## src/rtl/ram_bist_ctrl.sv

```systemverilog
// ram_bist_ctrl: two-phase write/read-back self test for a single-port RAM.
// Owns the RAM address, write data and write enable; reports pass/fail stats.
module ram_bist_ctrl #(
    parameter int DATA_W = 8,
    parameter int SIZE   = 8,
    parameter int ADDR_W = 3,
    parameter int ERR_W  = 5
) (
    input  logic              i_clk,
    input  logic              i_rst,
    input  logic              i_start,
    input  logic [DATA_W-1:0] i_pattern,
    input  logic [DATA_W-1:0] i_rd_data,
    output logic [ADDR_W-1:0] o_addr,
    output logic [DATA_W-1:0] o_wr_data,
    output logic              o_wr_en,
    output logic              o_busy,
    output logic              o_done,
    output logic              o_pass,
    output logic [ERR_W-1:0]  o_err_count,
    output logic [ADDR_W-1:0] o_first_err_addr
);

    typedef enum logic [2:0] {
        S_IDLE,
        S_WR,
        S_RD,
        S_FLUSH,
        S_DONE
    } state_t;

    localparam logic [ADDR_W-1:0] LAST    = ADDR_W'(SIZE - 1);
    localparam logic [ERR_W-1:0]  ERR_MAX = '1;

    state_t              state, state_n;
    logic                phase, phase_n;
    logic [DATA_W-1:0]   pat, pat_n;
    logic                cmp_valid, cmp_valid_n;
    logic [ADDR_W-1:0]   cmp_addr, cmp_addr_n;
    logic [ADDR_W-1:0]   addr_n;
    logic [DATA_W-1:0]   wr_data_n;
    logic                wr_en_n;
    logic                busy_n;
    logic                done_n;
    logic                pass_n;
    logic [ERR_W-1:0]    err_n;
    logic [ADDR_W-1:0]   first_n;
    logic                mismatch;

    // Expected word: pattern xor address, inverted in phase 1.
    function automatic logic [DATA_W-1:0] exp_word(
        input logic [DATA_W-1:0] p,
        input logic [ADDR_W-1:0] a,
        input logic              ph
    );
        return (p ^ DATA_W'(a)) ^ {DATA_W{ph}};
    endfunction

    // Next-state and next-output logic; compare runs one cycle behind reads.
    always_comb begin
        state_n     = state;
        phase_n     = phase;
        pat_n       = pat;
        cmp_valid_n = (state == S_RD);
        cmp_addr_n  = o_addr;
        addr_n      = o_addr;
        wr_data_n   = o_wr_data;
        wr_en_n     = o_wr_en;
        busy_n      = o_busy;
        done_n      = 1'b0;
        pass_n      = o_pass;
        err_n       = o_err_count;
        first_n     = o_first_err_addr;

        mismatch = cmp_valid &&
                   (i_rd_data != exp_word(pat, cmp_addr, phase));
        if (mismatch) begin
            if (o_err_count != ERR_MAX) begin
                err_n = o_err_count + ERR_W'(1);
            end
            if (o_err_count == '0) begin
                first_n = cmp_addr;
            end
        end

        unique case (state)
            S_IDLE: begin
                wr_en_n = 1'b0;
                busy_n  = 1'b0;
                if (i_start) begin
                    pat_n     = i_pattern;
                    err_n     = '0;
                    first_n   = '0;
                    pass_n    = 1'b0;
                    phase_n   = 1'b0;
                    state_n   = S_WR;
                    addr_n    = '0;
                    wr_en_n   = 1'b1;
                    wr_data_n = exp_word(i_pattern, '0, 1'b0);
                    busy_n    = 1'b1;
                end
            end
            S_WR: begin
                if (o_addr == LAST) begin
                    state_n = S_RD;
                    addr_n  = '0;
                    wr_en_n = 1'b0;
                end else begin
                    addr_n    = o_addr + ADDR_W'(1);
                    wr_data_n = exp_word(pat, addr_n, phase);
                end
            end
            S_RD: begin
                if (o_addr == LAST) begin
                    state_n = S_FLUSH;
                    addr_n  = '0;
                end else begin
                    addr_n = o_addr + ADDR_W'(1);
                end
            end
            S_FLUSH: begin
                if (!phase) begin
                    phase_n   = 1'b1;
                    state_n   = S_WR;
                    addr_n    = '0;
                    wr_en_n   = 1'b1;
                    wr_data_n = exp_word(pat, '0, 1'b1);
                end else begin
                    state_n = S_DONE;
                    busy_n  = 1'b0;
                    done_n  = 1'b1;
                    pass_n  = (err_n == '0);
                end
            end
            S_DONE: begin
                state_n = S_IDLE;
            end
            default: begin
                state_n = S_IDLE;
                wr_en_n = 1'b0;
                busy_n  = 1'b0;
            end
        endcase
    end

    // State and registered outputs; reset aborts any test in progress.
    always_ff @(posedge i_clk) begin
        if (i_rst) begin
            state            <= S_IDLE;
            phase            <= 1'b0;
            pat              <= '0;
            cmp_valid        <= 1'b0;
            cmp_addr         <= '0;
            o_addr           <= '0;
            o_wr_data        <= '0;
            o_wr_en          <= 1'b0;
            o_busy           <= 1'b0;
            o_done           <= 1'b0;
            o_pass           <= 1'b0;
            o_err_count      <= '0;
            o_first_err_addr <= '0;
        end else begin
            state            <= state_n;
            phase            <= phase_n;
            pat              <= pat_n;
            cmp_valid        <= cmp_valid_n;
            cmp_addr         <= cmp_addr_n;
            o_addr           <= addr_n;
            o_wr_data        <= wr_data_n;
            o_wr_en          <= wr_en_n;
            o_busy           <= busy_n;
            o_done           <= done_n;
            o_pass           <= pass_n;
            o_err_count      <= err_n;
            o_first_err_addr <= first_n;
        end
    end

endmodule
```

## config.mk

```make
export PLATFORM = sky130hd
export DESIGN_NAME = ram_bist_ctrl
export DESIGN_NICKNAME = d
export VERILOG_FILES = /design/src/rtl/ram_bist_ctrl.sv
export SDC_FILE = /design/constraint.sdc
export NUM_CORES = 1
export LEC_CHECK = 0
export ABC_AREA = 1
export CAP_MARGIN = 10
export CELL_PAD_IN_SITES_DETAIL_PLACEMENT = 1
export CELL_PAD_IN_SITES_GLOBAL_PLACEMENT = 1
export CORE_MARGIN = 5
export CORE_UTILIZATION = 25
export CTS_CLUSTER_SIZE = 8
export DETAILED_ROUTE_END_ITERATION = 10
export GPL_ROUTABILITY_DRIVEN = 0
export GPL_TIMING_DRIVEN = 0
export PLACE_DENSITY = 0.63
export SYNTH_ARGS = -nofsm -noshare
export SYNTH_HDL_FRONTEND = slang
export SYNTH_SLANG_ARGS = --single-unit
```

## constraint.sdc

```tcl
create_clock -name i_clk -period 1.4 [get_ports i_clk]
set_input_delay 0.28 -clock i_clk [delete_from_list [all_inputs] [get_ports i_clk]]
set_output_delay 0.28 -clock i_clk [all_outputs]
set_load 0.02 [all_outputs]
```

==> flow_summary.yaml, run 1 <==
critical_path:
  path_buf_inv: 2
  critPathMaxStageDelay_ns: 0.38
  worstPathCellList: "clkbuf_16, nand2_2, nand2_2, nand2_1, nand2_1, inv_1, nand2_2, nor2_4, nand2_4, nand3_1, nand2_1, nor2_1, nand3_2, a21oi_2"
  end_kind: "flip-flop"
  worst-setup-path-type: "reg -> reg"
  start_kind: "flip-flop"
  cp_max_fo: 5
  worstPathArrival_ns: 2.01
  cp.required_ns: 1.64
  path_delay_family: "simple AND/OR/NAND/NOR gates"
  crit_slowest_cell: "dfxtp_4"
placed_design:
  post-place-ws_ns: -0.774
  post_dp_cell_area_mm2: 0.00273
  dp_hpwl_um: 5070
  io_buffers: 41
detailed_routing:
  drt-total-wl_um: 7190
  viasPerCell: 4.69
  ant_nets: 0
  drt-wirelength-per-cell_um: 15.1
  vias: 2228
  drt_iter0_drc: 60
  drtPass1Iterations: 4
  drc: 0
clocking:
  insertion_delay_ns: 0.30
  cts-root-buf: "clkbuf_8"
  path_clk_slew_ns: 0.08
  cts_tree: "yes"
  clockBufferDepth: 2
  clock_sinks: 39
  numCtsBuffers: 5
  htreeDepth: 2
  ctsHoldBuffers: 0
synthesis:
  syn_area_mm2: 0.00212
  synth_warnings: 0
  async_reset_ff_frac: 0
  syn_inst: 310
  avgSynthCellArea_um2: 6.83
  ys_seq_area_frac: 0.369
  yosysTopAreaCell: "dfxtp_1"
  synth_top_cell_area_share: 0.369
  synth_top_flop_cell: "dfxtp_1"
  synth_fp_nets: 333
  yosys-top-cells-area: "dfxtp_1 (37%), nand2_1 (15%), inv_1 (7.3%), a21oi_1 (5.4%), o21ai_0 (4.5%)"
  ys_ff_latch: 39
  synth_cell_types: 34
  synth_edf_count: 0
sta:
  tightest_slew_ns: 0.342
  whs_ns: 0.449
  worst_slack_ns: -0.371
  fin_crit_sh: 1.27
  rsz0062_at_grt: "true"
  setup_tns_ns: -4.34
  max_freq_mhz: 565
  finClkSkew_ns: 0.00770
  finalMaxSlewViolations: 0
  slew_headroom: 0.772
  fin_crit_ns: 1.77
  setup_viol: 22
  hold_viol_final: 0
floorplanning:
  ioPinCount: 42
  dieArea_mm2: 0.0104
  core_area_mm2: 0.00822
  rows: 33
  start_util: 0.257
  die_w_um: 102
  die_y_um: 102
layout:
  antenna_cells: 0
  synthToLayoutAreaGrowth_pct: 50.0
  seq_area_um2: 803
  multi_input_area_mm2: 0.00140
  fillCellCount: 1000
  nNetsFinal: 392
  design_area_mm2: 0.00317
  drive_gt1_frac: 0.286
outcome:
  status: "complete, but fails checks"
  violations: "negative setup slack"
global_routing:
  grt_util_all_layers: 0.142
  grt_max_degree: 12
  grt_pass1_vias: 2389
  grt.overflow.total: 0
  grt_first_pass_wirelength_um: 11500
  antenna_found_initial: 0
pwr:
  powerDensity_mw_per_mm2: 1640
  ir_drop_uv: 609
  p_leak_nw: 1.43
  power_mw: 5.19
hold_path:
  hp-class: "reg -> reg"
job:
  maxCapViolations: 0
==> registers in the layout, indices dropped and copies added (netlist names) <==
register,flops
pat,8
o_busy,1
o_wr_en,1
o_addr,3
state,3
o_pass,1
o_first_err_addr,3
o_wr_data,8
phase,1
cmp_valid,1
o_done,1
cmp_addr,3
o_err_count,5
==> tightest hold or removal path, stage by stage (launching register included) <==
cell,delay (ns)
dfxtp_1,0.31
inv_1,0.05
a21oi_1,0.05
==> routing by layer <==
layer,global-route usage,part of all wire,vias to the layer above
met2,0.250,0.51,22
met4,0.0404,0.012,0
li1,-,-,1126
met3,0.0287,0.028,5
met5,0,0,-
met1,0.175,0.45,1075
==> where the power goes <==
part	switching (mW)	internal, mW
Combinational	1.62	1.13
Clock	0.397	0.355
Sequential	0.288	1.40
Total	2.31	2.88
==> worst paths after layout <==
kind	startpoint	end	slack [ns]	cells after the start
min	o_first_err_addr[1]	o_first_err_addr[1]	0.45	2
max reg2reg	phase	o_pass	-0.37	14
min reg2reg	o_first_err_addr[1]	o_first_err_addr[1]	0.45	2
max	phase	o_pass	-0.37	14
==> through the flow <==
step                instances  utilization
detailed placement        456        0.332
global route              475        0.386
global placement          456        0.332
finish                    475        0.386
CTS                       471        0.363
floorplan                 310            -
==> Yosys cell counts (4+ instances only) <==
library cell and count:
o21ai_0 19, nand3_1 17, nand2_2 7, dfxtp_1 39, nand2_1 84, a31oi_1 5, a22oi_1 5, inv_1 41
nor2_1 23, ha_1 4, inv_2 7, a21oi_1 23
==> final cells by class <==
type / count / share of cell area
inverter: 48 / 0.0599
buffer: 6 / 0.0213
clock buffer: 8 / 0.0252
tap: 105 / 0.0414
multi-input combinational: 217 / 0.439
sequential: 39 / 0.253
timing repair buffer: 52 / 0.160
==> cells by family after synthesis <==
logic type	share of synthesized area
flops	0.369
fa+ha+maj	0.0237
simple gates	0.299
xor+xnor	0.0166
buf+inv	0.106
compound gates	0.186
==> repair_timing <==
item | in CTS | in global routing
buffers inserted | 7 | 2
cloned | 0 | 2
pin swaps | 9 | 14
endpoints found under the setup margin | 56 | 33
gates resized for setup | 67 | 41
==> layout by cell type, fill, tap and decap left out, types with 3 or more instances in the layout <==
master           synthesis  routed
inv_2                    7       8
clkdlybuf4s50_1          0      17
xor2_1                   3       3
clkbuf_1                 3       3
inv_1                   41      37
nand2_4                  1      11
nand3_2                  2       4
o21ai_1                  2       6
nand3_1                 17      14
clkbuf_8                 0       5
nor2_4                   1       6
a31oi_1                  5       5
a22oi_1                  5       5
a21oi_2                  1       4
dlygate4sd2_1            0      22
dfxtp_4                  0       4
nand2_2                  7      23
nor2_2                   2       3
nand3b_1                 3       3
a21oi_1                 23      20
dfxtp_2                  0       6
o21ai_0                 19      14
dfxtp_1                 39      29
nand2_1                 84      56
nor2_1                  23      17
buf_4                    0       9
Power figures use the tool's default switching activity.
==> inputs of run 2 (changes only) <==
--- a/config.mk
+++ b/config.mk
@@ -10,12 +10,12 @@
 export CELL_PAD_IN_SITES_DETAIL_PLACEMENT = 1
 export CELL_PAD_IN_SITES_GLOBAL_PLACEMENT = 1
 export CORE_MARGIN = 5
-export CORE_UTILIZATION = 25
+export CORE_UTILIZATION = 33
 export CTS_CLUSTER_SIZE = 8
 export DETAILED_ROUTE_END_ITERATION = 10
 export GPL_ROUTABILITY_DRIVEN = 0
 export GPL_TIMING_DRIVEN = 0
-export PLACE_DENSITY = 0.63
+export PLACE_DENSITY_LB_ADDON = 0.1
 export SYNTH_ARGS = -nofsm -noshare
 export SYNTH_HDL_FRONTEND = slang
 export SYNTH_SLANG_ARGS = --single-unit
==> run 2 against run 1 <==
  * The flow still finishes with violations (negative setup slack)
  * Fmax is 2.7% lower
  * Die area is 22% lower
  * Cell count is 5.9% lower
  * Sequential power hardly changed
  * Critical path type unchanged
  * Largest cell class unchanged
==> flow_summary.yaml, run 2 (synthesis gave the netlist of run 1 again) <==
layout:
  drive_gt1_frac: 0.265
  final_cell_mix: "nand2_1 (68), inv_1 (38), dfxtp_1 (29), dlygate4sd2_1 (24)"
  synthToLayoutAreaGrowth_pct: 44.8
  design_area_mm2: 0.00306
  final_core_util: 0.488
  largestRegisters: "o_wr_data: 8 flops, pat: 8 flops, o_err_count: 5 flops"
  finalNonFillerCells: 447
  antenna_cells: 0
  nNetsFinal: 392
  final_common_cell: "nand2_1"
floorplanning:
  core_area_mm2: 0.00628
  start_util: 0.337
  die_w_um: 90.1
  die_y_um: 90.1
  ioPinCount: 42
  dieArea_mm2: 0.00811
  rows: 29
sta:
  hold_viol_final: 0
  tightest_slew_ns: 0.394
  finalMaxSlewViolations: 0
  max_freq_mhz: 549
  setup_viol: 21
  worst_slack_ns: -0.420
  fin_crit_sh: 1.30
  setup_tns_ns: -5.23
  slew_headroom: 0.737
  fin_crit_ns: 1.82
  finClkSkew_ns: 0.0144
  rsz0062_at_grt: "true"
  whs_ns: 0.442
placed_design:
  place_inst: 428
  io_buffers: 41
  post_dp_cell_area_mm2: 0.00269
  dp_hpwl_um: 4980
  post-place-ws_ns: -0.746
detailed_routing:
  drc: 0
  drt_iter0_drc: 81
  ant_nets: 0
  vias: 2217
  viasPerCell: 4.96
  drt-wirelength-per-cell_um: 15.5
  drt-total-wl_um: 6910
  drtPass1Iterations: 5
global_routing:
  antenna_found_initial: 0
  grt_first_pass_wirelength_um: 11600
  grt_util_all_layers: 0.174
  grt_max_degree: 14
  grt_pass1_vias: 2408
  grt.overflow.total: 0
pwr:
  swShare: 0.434
  p_sw_mw: 2.25
  p_leak_nw: 1.40
  p_clk_frac: 0.188
  internal_power_mw: 2.93
  power_mw: 5.19
  ir_drop_uv: 860
  p_seq_frac: 0.322
  powerDensity_mw_per_mm2: 1690
  pwr-share-comb: 0.490
job:
  maxCapViolations: 0
outcome:
  violations: "negative setup slack"
  status: "complete, but fails checks"
clocking:
  ctsHoldBuffers: 0
  clock_sinks: 39
  insertion_delay_ns: 0.30
  cts-root-buf: "clkbuf_8"
  numCtsBuffers: 5
  cts_tree: "yes"
  clockBufferDepth: 2
  path_clk_slew_ns: 0.09
  htreeDepth: 2
hold_path:
  min_to: "o_first_err_addr[2]"
  min_path_cells: 2
  min_from: "o_first_err_addr[2]"
  hp-class: "reg -> reg"
critical_path:
  cp_max_fo: 5
  r2r_cells: 15
  worstPathArrival_ns: 2.06
  start_kind: "flip-flop"
  end_kind: "flip-flop"
  rr_endpoint: "o_pass"
  r2r-start: "phase"
  cp.required_ns: 1.64
  worst-setup-path-type: "reg -> reg"
  regToRegSetupSlack_ns: -0.42
## run 2: cell count changes in the layout (fill, tap and decap cells not counted), moves of 2 or more
cell | previous run | this run
nand2_1 | 56 | 68
nand2_4 | 11 | 3
nand2_2 | 23 | 19
o21ai_1 | 6 | 2
clkbuf_1 | 3 | 0
dlygate4sd2_1 | 22 | 24
nor2_4 | 6 | 4
o21ai_0 | 14 | 16
o21ai_2 | 1 | 3
## run 2: layout make-up
type,instances,area (um2)
timing repair buffer,52,480
multi-input combinational,217,1320
fill,797,3210
sequential,39,801
inverter,48,190
buffer,6,58.8
tap,77,96.3
clock inverter,3,43.8
clock buffer,5,68.8
## run 2: power groups by stage
stage / clock [mW] / combinational (mW) / sequential, mW
global route: 1.03 / 2.84 / 1.71
CTS: 0.996 / 2.42 / 1.66
global placement: 0 / 2.24 / 1.64
detailed placement: 0 / 2.27 / 1.65
finish: 0.975 / 2.54 / 1.67
floorplan: 0 / 1.29 / 1.80
## run 2: repair_timing
| item | in CTS | in global routing |
|---|---|---|
| gates resized for setup | 55 | 24 |
| pin swaps | 7 | 11 |
| setup endpoints to repair | 56 | 33 |
| gates cloned | 0 | 1 |
| hold endpoints to repair | 0 | 0 |
| buffers inserted | 7 | 3 |
## run 2: critical path, cell delays in order, from the launching register on
cell and delay, ns:
dfxtp_4 0.41, clkbuf_16 0.15, nand2_1 0.07, nand2_2 0.09, nand2_1 0.05, nand2_1 0.05
nand2_1 0.06, nor2_2 0.17, nand2_4 0.13, nand2_8 0.12, inv_6 0.04, nand2_2 0.05
nand2_2 0.05, inv_2 0.07, nand3_2 0.09, a21oi_2 0.14
## run 2: worst max-delay path by stage
stage,from,endpoint,slack [ns],cells after the start
after floorplan,state[2],state[0],-0.09,12
after global placement,i_rd_data[0],o_pass,-0.69,17
after detailed placement,i_rd_data[0],o_pass,-0.75,15
after CTS,phase,o_pass,-0.37,16
after global routing,phase,o_pass,-0.54,15
final,phase,o_pass,-0.42,15
## run 2: layer usage
layer	wire, um	global-route usage	vias up
met1	3110	0.209	1054
li1	-	-	1128
met2	3540	0.318	29
met4	66	0.0397	0
met5	0	0	-
met3	198	0.0317	6
==> inputs of run 3 (changes only) <==
--- a/config.mk
+++ b/config.mk
@@ -9,7 +9,7 @@
 export CAP_MARGIN = 10
 export CELL_PAD_IN_SITES_DETAIL_PLACEMENT = 1
 export CELL_PAD_IN_SITES_GLOBAL_PLACEMENT = 1
-export CORE_MARGIN = 5
+export CORE_MARGIN = 4
 export CORE_UTILIZATION = 33
 export CTS_CLUSTER_SIZE = 8
 export DETAILED_ROUTE_END_ITERATION = 10
==> run 3 against run 2 <==
  * Cell count is 2.7% higher
  * Largest cell class unchanged
  * Via count is 6.3% higher
  * Global-route usage is 1.6 points higher
  * Count of clock-buffer cells in the layout is 2 higher
  * Clock power is 23% lower
  * Core utilization is 6.7 points higher
  * Worst setup slack better by 0.066 ns
  * Total power is 12% higher
  * The flow still finishes with violations (negative setup slack)
  * Combinational power is 31% higher
  * First-iteration DRC count is 2.5% higher
  * Highest routed layer unchanged
==> flow_summary.yaml, run 3 (synthesis gave the netlist of run 1 again) <==
sta:
  finalMaxSlewViolations: 0
  max_freq_mhz: 570
  rsz0062_at_grt: "true"
  setup_viol: 23
  tightest_slew_ns: 0.344
  fin_crit_sh: 1.25
  hold_viol_final: 0
  slew_headroom: 0.771
  worst_slack_ns: -0.354
  finClkSkew_ns: 0.00613
  fin_crit_ns: 1.75
floorplanning:
  die_w_um: 88.1
  rows: 28
  start_util: 0.349
  die_y_um: 88.1
  ioPinCount: 42
  dieArea_mm2: 0.00776
  core_area_mm2: 0.00606
critical_path:
  worst-setup-path-type: "reg -> reg"
  end_kind: "flip-flop"
  cp.required_ns: 1.63
  start_kind: "flip-flop"
  r2r_cells: 15
  cp_max_fo: 5
  rr_endpoint: "o_pass"
  r2r-start: "phase"
  worstPathArrival_ns: 1.99
  regToRegSetupSlack_ns: -0.35
clocking:
  insertion_delay_ns: 0.29
  path_clk_slew_ns: 0.08
  ctsHoldBuffers: 0
  cts-root-buf: "clkbuf_8"
  htreeDepth: 2
  cts_tree: "yes"
  numCtsBuffers: 5
  clockBufferDepth: 2
  clock_sinks: 39
detailed_routing:
  drc: 0
  drt_iter0_drc: 83
  drt-wirelength-per-cell_um: 17.3
  viasPerCell: 5.14
  vias: 2357
  drtPass1Iterations: 4
  ant_nets: 0
  drt-total-wl_um: 7930
pwr:
  pwr-share-comb: 0.574
  powerDensity_mw_per_mm2: 1720
  power_mw: 5.78
  ir_drop_uv: 929
  swShare: 0.450
  p_sw_mw: 2.60
  internal_power_mw: 3.18
  p_leak_nw: 1.51
  p_seq_frac: 0.296
  p_clk_frac: 0.130
layout:
  design_area_mm2: 0.00336
  drive_gt1_frac: 0.339
  fillCellCount: 747
  final_common_cell: "nand2_1"
  antenna_cells: 0
  final_cell_mix: "nand2_1 (58), inv_1 (35), dfxtp_1 (30), dlygate4sd2_1 (23)"
  nNetsFinal: 407
  synthToLayoutAreaGrowth_pct: 58.9
  largestRegisters: "o_wr_data: 8 flops, pat: 8 flops, o_err_count: 5 flops"
global_routing:
  grt.overflow.total: 0
  top_usage_layer: "met2"
  grt_use_met1: 0.230
  use_met3: 0.0348
  antenna_found_initial: 0
  grt_max_degree: 12
  gr-usage-met2: 0.342
  grt_pass1_vias: 2332
  grt_util_all_layers: 0.189
  grt_first_pass_wirelength_um: 11300
outcome:
  status: "complete, but fails checks"
  violations: "negative setup slack"
placed_design:
  dp_hpwl_um: 4910
  io_buffers: 41
  post_dp_cell_area_mm2: 0.00269
job:
  maxCapViolations: 0
hold_path:
  hp-class: "reg -> reg"
  min_to: "o_first_err_addr[0]"
  min_path_cells: 2
  min_from: "o_first_err_addr[0]"
[run 3: cell count changes in the layout (fill, tap and decap cells not counted), moves of 3 or more]
cell	previous run	this run
buf_4	10	20
dfxtp_2	7	3
o21ai_0	16	9
dfxtp_4	3	6
nand2_4	3	11
inv_1	38	35
o21ai_1	2	8
nand2_1	68	58
[run 3: per-layer routing]
layer,routed length (um),vias to the layer above
li1,-,1165
met1,3510,1143
met2,4080,38
met3,223,11
met4,122,0
met5,0,-
[run 3: worst max-delay path by stage]
stage | from | end | slack, ns
after floorplan | state[2] | state[0] | -0.09
after global placement | i_rd_data[0] | o_pass | -0.64
after detailed placement | i_rd_data[0] | o_pass | -0.66
final | phase | o_pass | -0.35
after CTS | phase | o_pass | -0.36
after global routing | phase | o_pass | -0.46
[run 3: timing repair]
item,in CTS,in global routing
pin swaps,14,24
setup endpoints to repair,55,27
resized for setup,77,60
gates cloned,2,1
endpoints found under the hold margin,0,0
buffers inserted,9,15
[run 3: power by group through the flow]
stage | clock [mW] | sequential (mW) | combinational (mW)
finish | 0.751 | 1.71 | 3.32
global route | 0.814 | 1.75 | 3.58
CTS | 0.765 | 1.67 | 2.51
detailed placement | 0 | 1.65 | 2.25
global placement | 0 | 1.64 | 2.22
floorplan | 0 | 1.80 | 1.29
[run 3: through the flow]
step                      hold WS (ns)  TNS [ns]  worst slack (ns)  utilization  instances
after detailed placement         0.443    -14.56            -0.662        0.444        426
after floorplan                  0.362    -0.579           -0.0879            -        310
after global routing             0.478     -5.77            -0.459        0.555        459
after CTS                        0.448     -2.41            -0.362        0.496        444
final                            0.440     -3.43            -0.354        0.555        459
after global placement           0.435    -14.39            -0.642        0.444        426
[run 3: final cells by class]
type                    instances  area [um2]  share of cell area
clock buffers                   7        76.3              0.0227
repair buffers                 67         652               0.194
flip-flops and latches         39         807               0.240
multi-input cells             217        1470               0.438
well taps                      75        93.8              0.0279
plain buffers                   6        58.8              0.0175
inverters                      48         200              0.0595
[run 3: critical path, stage by stage, from the launching register on]
cell and delay [ns]:
dfxtp_4 0.41, inv_6 0.06, buf_8 0.14, nand2_2 0.07, nand2_2 0.06, nand2_1 0.07
nand2_2 0.07, nand2_4 0.09, nor2_4 0.05, nand2_4 0.11, nand2_8 0.09, nand2_4 0.08
nand2_1 0.06, nor2_2 0.12, nand3_2 0.09, a21oi_2 0.12
